**config.mk**
```make
export PLATFORM = sky130hd
export DESIGN_NAME = bidir_serializer
export DESIGN_NICKNAME = d
export VERILOG_FILES = /design/src/rtl/bidir_serializer_pkg.sv /design/src/rtl/bidir_serializer_bit_counter.sv /design/src/rtl/bidir_serializer.sv
export SDC_FILE = /design/constraint.sdc
export NUM_CORES = 1
export LEC_CHECK = 0
export ABC_AREA = 1
export BUFFER_PORTS_ARGS = -buffer_cell sky130_fd_sc_hd__buf_2
export CAP_MARGIN = 30
export CELL_PAD_IN_SITES_DETAIL_PLACEMENT = 2
export CELL_PAD_IN_SITES_GLOBAL_PLACEMENT = 2
export CORE_MARGIN = 8
export CORE_UTILIZATION = 30
export CTS_CLUSTER_SIZE = 20
export DETAILED_ROUTE_END_ITERATION = 10
export PLACE_DENSITY = 0.83
export RECOVER_POWER = 25
export SLEW_MARGIN = 30
export SYNTH_ARGS = -nofsm -noshare
export SYNTH_HDL_FRONTEND = slang
export SYNTH_SLANG_ARGS = --single-unit
```
**constraint.sdc**
```tcl
create_clock -name clk -period 3.2 [get_ports clk]
set_clock_uncertainty 0.1 [all_clocks]
set_input_delay 0.48 -clock clk [delete_from_list [all_inputs] [get_ports clk]]
set_output_delay 0.48 -clock clk [all_outputs]
set_load 0.02 [all_outputs]
```
**src/rtl/bidir_serializer_pkg.sv**
```systemverilog
// Shared types and helpers for the bidirectional serializer.
// Holds the FSM state encoding and the bit-counter width calculation.
package bidir_serializer_pkg;

   typedef enum logic {
      ST_IDLE  = 1'b0,
      ST_SHIFT = 1'b1
   } state_t;

   // Counter width is max(1, clog2(n)) so N=1 still gets a one-bit counter.
   function automatic int cnt_width(input int n);
      return (n > 1) ? $clog2(n) : 1;
   endfunction

endpackage

```
**src/rtl/bidir_serializer_bit_counter.sv**
```systemverilog
// Frame bit counter: clears on reset or load, advances on inc.
// last flags the final bit position of the frame.
module bit_counter #(
   parameter int WIDTH = 3,
   parameter int MAX   = 7
) (
   input  logic             clk,
   input  logic             clr,
   input  logic             load,
   input  logic             inc,
   output logic [WIDTH-1:0] count,
   output logic             last
);

   always_ff @(posedge clk) begin
      if (clr || load) begin
         count <= '0;
      end else if (inc) begin
         count <= count + 1'b1;
      end
   end

   assign last = (count == WIDTH'(MAX));

endmodule

```
**src/rtl/bidir_serializer.sv**
```systemverilog
// Parallel-in, serial-out transmitter with per-word MSB/LSB-first selection.
// Frames are marked with start/end strobes and may run back-to-back without gaps.
module bidir_serializer
   import bidir_serializer_pkg::*;
#(
   parameter int   N        = 8,
   parameter logic IDLE_LVL = 1'b0
) (
   input  logic         clk,
   input  logic         clr,
   input  logic [N-1:0] din,
   input  logic         din_valid,
   output logic         din_ready,
   input  logic         L_R,
   output logic         sout,
   output logic         sout_valid,
   output logic         frame_start,
   output logic         frame_end,
   output logic         busy
);

   localparam int CNT_W = cnt_width(N);

   state_t           state;
   logic [N-1:0]     shreg;
   logic             dir;
   logic [CNT_W-1:0] count;
   logic             last;
   logic             accept;
   logic             shifting;

   assign shifting = (state == ST_SHIFT);

   // Handshake: a word transfers on any rising edge where din_valid && din_ready;
   // din_ready rises on the last bit of a frame so the next word follows with no gap.
   assign din_ready = !clr && (!shifting || last);
   assign accept    = din_valid && din_ready;

   bit_counter #(
      .WIDTH (CNT_W),
      .MAX   (N - 1)
   ) u_bit_counter (
      .clk   (clk),
      .clr   (clr),
      .load  (accept),
      .inc   (shifting && !last),
      .count (count),
      .last  (last)
   );

   always_ff @(posedge clk) begin
      if (clr) begin
         state <= ST_IDLE;
         shreg <= '0;
         dir   <= 1'b0;
      end else if (accept) begin
         state <= ST_SHIFT;
         shreg <= din;
         dir   <= L_R;
      end else if (shifting) begin
         if (last) begin
            state <= ST_IDLE;
         end else begin
            // Move the next bit toward whichever end drives sout; zero fills behind.
            shreg <= dir ? (shreg << 1) : (shreg >> 1);
         end
      end
   end

   assign sout        = shifting ? (dir ? shreg[N-1] : shreg[0]) : IDLE_LVL;
   assign sout_valid  = shifting;
   assign frame_start = shifting && (count == '0);
   assign frame_end   = shifting && last;
   assign busy        = shifting;

endmodule
```
* Word level (Yosys, flattened, before mapping)
Index checks and enable logic that the tools add are counted.
** Storage, ports and cells
- Output and inout port bits :: 6
- Latch bits :: 0
- Word-level logic and storage cells :: 29
- RAM bits :: 0
- Bits in registers :: 13
- Input bits :: 12
- ROM bits :: 0
- Memories kept :: 0
** Operators by class
- Muxes and demuxes :: 9
- Div/mod/pow operators :: 0
- Magnitude comparators :: 0
- $mul :: 0
- Shift-type cells :: 0
- Bitwise gates (word level) :: 0
- Reduce and logical (&&, ||, !) cells :: 13
- Add/subtract/negate cells :: 1
- Equal/unequal tests :: 2
** Operator list (number)
- 8-bit 2-to-1 mux :: 4
- 1-bit logical AND :: 5
- 1-bit 2-to-1 mux :: 5
- 3-bit by 1-bit adder with 3-bit output, second input constant :: 1
- 3-bit equality test, second input constant :: 1
- 1-bit logical NOT :: 3
- 3-bit logical NOT :: 1
- 1-bit logical OR :: 2
- 2-bit by 1-bit != test with 1-bit output, second input constant :: 1
- 2-bit AND reduction :: 1
- 2-bit nonzero test :: 1

* Longest topological paths before layout
- Depth after elaboration :: 6
- Gate-level depth with buffers :: 10
- Depth with buffers taken out :: 9

* Cells and area by module
Synthesis repeated with hierarchy kept, for this count alone.
** Unflattened totals
- Cells, all modules :: 122
- Area total of the unflattened synthesis :: 787.0 um^2
** By module, submodules not included
- bidir_serializer :: seq. area each 200.2 um^2, cells an instance 99, area an instance 631.9 um^2, times used 1
- bit_counter :: seq. area each 60.1 um^2, cells an instance 23, area an instance 155.1 um^2, times used 1

* Worst setup path after synthesis
OpenSTA, ideal clock, no wires.
- Path kind :: flip-flop to output port
- Start point :: reg u_bit_counter.count[0]
- End point :: out din_ready
- Setup slack :: 1.515 ns
- Path buffers :: 1
- Stages on the path, launching flop included :: 8
- Data arrival time :: 1.105 ns
- Cells stage by stage :: dfxtp_1 > ha_1 > ha_1 > inv_2 > nand2_4 > clkinv_4 > buf_12 > nor2_4
** Between the ends
- Cells in the longest elaborated chain, start to end :: 3
** RTL lines
- start: declaration :: line bidir_serializer_bit_counter.sv:11 : output logic [WIDTH-1:0] count,
- start signal: assignment :: line bidir_serializer_bit_counter.sv:19 : count <= count + 1'b1;
- 3-bit equality test :: line bidir_serializer_bit_counter.sv:23 : assign last = (count == WIDTH'(MAX));
- 1-bit logical OR :: line bidir_serializer.sv:36 : assign din_ready = !clr && (!shifting || last);
- 1-bit logical AND :: line bidir_serializer.sv:36
- end: declaration :: line bidir_serializer.sv:13 : output logic din_ready,
Every way passes these cells.

* Worst setup path in the final report
Same ends and word-level chain as after synthesis.

==> flow_summary.yaml <==
detailed_routing:
  postRouteAntennaNets: 0
  vias: 837
  drc_errors: 0
  wire_per_inst_um: 15.47
  routed_wl_um: 2630
  drtPass1Iterations: 4
  avgViaCountPerCell: 4.924
  drtIter0Drc: 12
floorplanning:
  initial_core_util: 0.3055
  die_w_um: 68.31
  pin_count: 18
  die_area_um2: 4666
  std_cell_rows: 19
  core-area_um2: 2686
  dieHeight_um: 68.31
clock_tree:
  post_cts_buffers: 0
  clk_latency_ps: 290
  htree_levels: 1
  cts_buffers: 3
  cts_root_buffer: "clkbuf_4"
  clock_path_buffers: 2
  cts.reportedPaths.clkPinSlew_ps: 90
  ctsResizeCount: 0
  ctsHoldBuffers: 0
  cts_tree: "yes"
  clock_sinks: 13
synth:
  yosys_warnings: 0
  synth.cell_area_um2: 820.8
  syn_nets: 139
  syn_inst: 124
  yosysSeqAreaShare: 0.3171
  synth_seq_cells: 13
  synth_area_per_cell_um2: 6.619
  ys_types: 19
finish:
  drive_above_1_share: 0.2086
  num_antenna_cells: 0
  multi_input_area_um2: 426.7
  final_util: 0.3391
  fillCellCount: 347
  layout_commonest_cell: "nand2_1"
  syn_to_final_growth_pct: 10.98
  final_nets: 155
  seq_area_um2: 260.3
  mostFrequentLayoutCells: "nand2_1 (32), nor2_1 (25), inv_1 (15), buf_2 (15), dfxtp_1 (13)"
global_route:
  grt_pass1_vias: 901
  grt_max_degree: 15
  grt_pass1_wl_um: 4340
  overflow: 0
  antenna_found_initial: 0
  grt_use_total: 0.1245
critical_path:
  critPathRequiredTime_ps: 2620
  cp-end-kind: "output pin"
  critPathMaxFanout: 14
  critPathArrivalTime_ps: 2050
  start_kind: "register"
  crit_type: "register to output pin"
job:
  cap_violations: 0
placement:
  place_ws_ps: 1258
  port_buffers: 17
  hpwlAfterDp_um: 1928
  gp_congestion: 0.7429
pwr:
  total_power_mw: 0.3737
  power_density_nw_per_um2: 410.2
  leakagePower_nw: 0.4738
  irDropWorstVdd_v: 0.0002043
timing:
  slew_headroom: 0.6231
  final.hold.worst_slack_ps: 330.9
  post-route-period-util: 0.8224
  drv_slew: 0
  worst_slack_ps: 568.3
  max_clock_freq_mhz: 380.0
  hold_viol_final: 0
  setup_viol: 0
  tns_ps: 0
  worstMarginPinSlew_ps: 563.9
  period_needed_ps: 2632
  rsz0062_at_grt: "no"
min_path:
  hold_class: "input port to register"
status:
  status: "complete, no violations"
[layer usage]
metal / GRT usage / wire length [µm]
met1: 0.1377 / 1108
met2: 0.2227 / 1324
met3: 0.04746 / 178
met4: 0.02302 / 18
met5: 0 / 0
[power by group]
part | switching (mW) | internal [mW] | leakage (nW) | total (mW)
logic | 0.0576 | 0.0259 | 0.353 | 0.0835
registers | 0.00760 | 0.171 | 0.106 | 0.179
clock network | 0.0629 | 0.0485 | 0.0150 | 0.111
[worst paths after layout]
check / from / cells after the start / slack, ps / to
max: u_bit_counter.count[0]$_SDFFE_PP0P_ / 7 / 570 / din_ready
min: L_R / 3 / 330 / dir$_SDFFE_PP0P_
max reg2reg: u_bit_counter.count[0]$_SDFFE_PP0P_ / 9 / 1180 / shreg[6]$_SDFFE_PP0P_
min reg2reg: u_bit_counter.count[0]$_SDFFE_PP0P_ / 2 / 400 / u_bit_counter.count[0]$_SDFFE_PP0P_
[state kept, by name, indices dropped and copies added, names as in the netlist]
signal	cells
shreg	8
dir	1
u_bit_counter.count	3
busy	1
[stage by stage]
step	instances	area (µm²)
floorplan	124	820.8
global placement	166	894.6
detailed placement	166	894.6
CTS	170	920.9
global route	170	910.9
finish	170	910.9
[cell type report]
type                    count  area share
clock buffers               4     0.02885
inverters                  19     0.08379
multi-input cells          86      0.4684
flip-flops and latches     13      0.2857
well taps                  31     0.04258
repair buffers             17     0.09066
[synthesized netlist by cell type]
library cell | instances | area share
nand2_4 | 1 | 0.014
nor2_4 | 1 | 0.014
o21ai_0 | 2 | 0.012
dfxtp_1 | 13 | 0.32
clkinv_4 | 1 | 0.011
o21ai_2 | 1 | 0.011
nand3_2 | 5 | 0.061
ha_1 | 3 | 0.046
buf_4 | 2 | 0.018
inv_2 | 3 | 0.014
a21oi_1 | 3 | 0.018
inv_1 | 15 | 0.069
nand2_1 | 31 | 0.14
buf_2 | 3 | 0.018
buf_12 | 1 | 0.024
nand4_1 | 8 | 0.061
o21ai_1 | 1 | 0.0061
nor2_1 | 25 | 0.11
nand3_1 | 5 | 0.030
[logic make-up after synthesis]
family | after synthesis | share of synthesized area
AO/OA/AOI/OAI | 7 | 0.04725
adder cells (fa/ha/maj) | 3 | 0.04574
buffers and inverters | 25 | 0.1539
flip-flops | 13 | 0.3171
AND/OR/NAND/NOR | 76 | 0.4360
[critical path, cell delays in order (launching register included)]
cell and delay [ps]:
dfxtp_1 370, ha_1 160, ha_1 170, inv_2 40
nand2_1 420, clkinv_4 280, nor2_4 150, buf_2 180
Power figures use the tool's default switching activity.
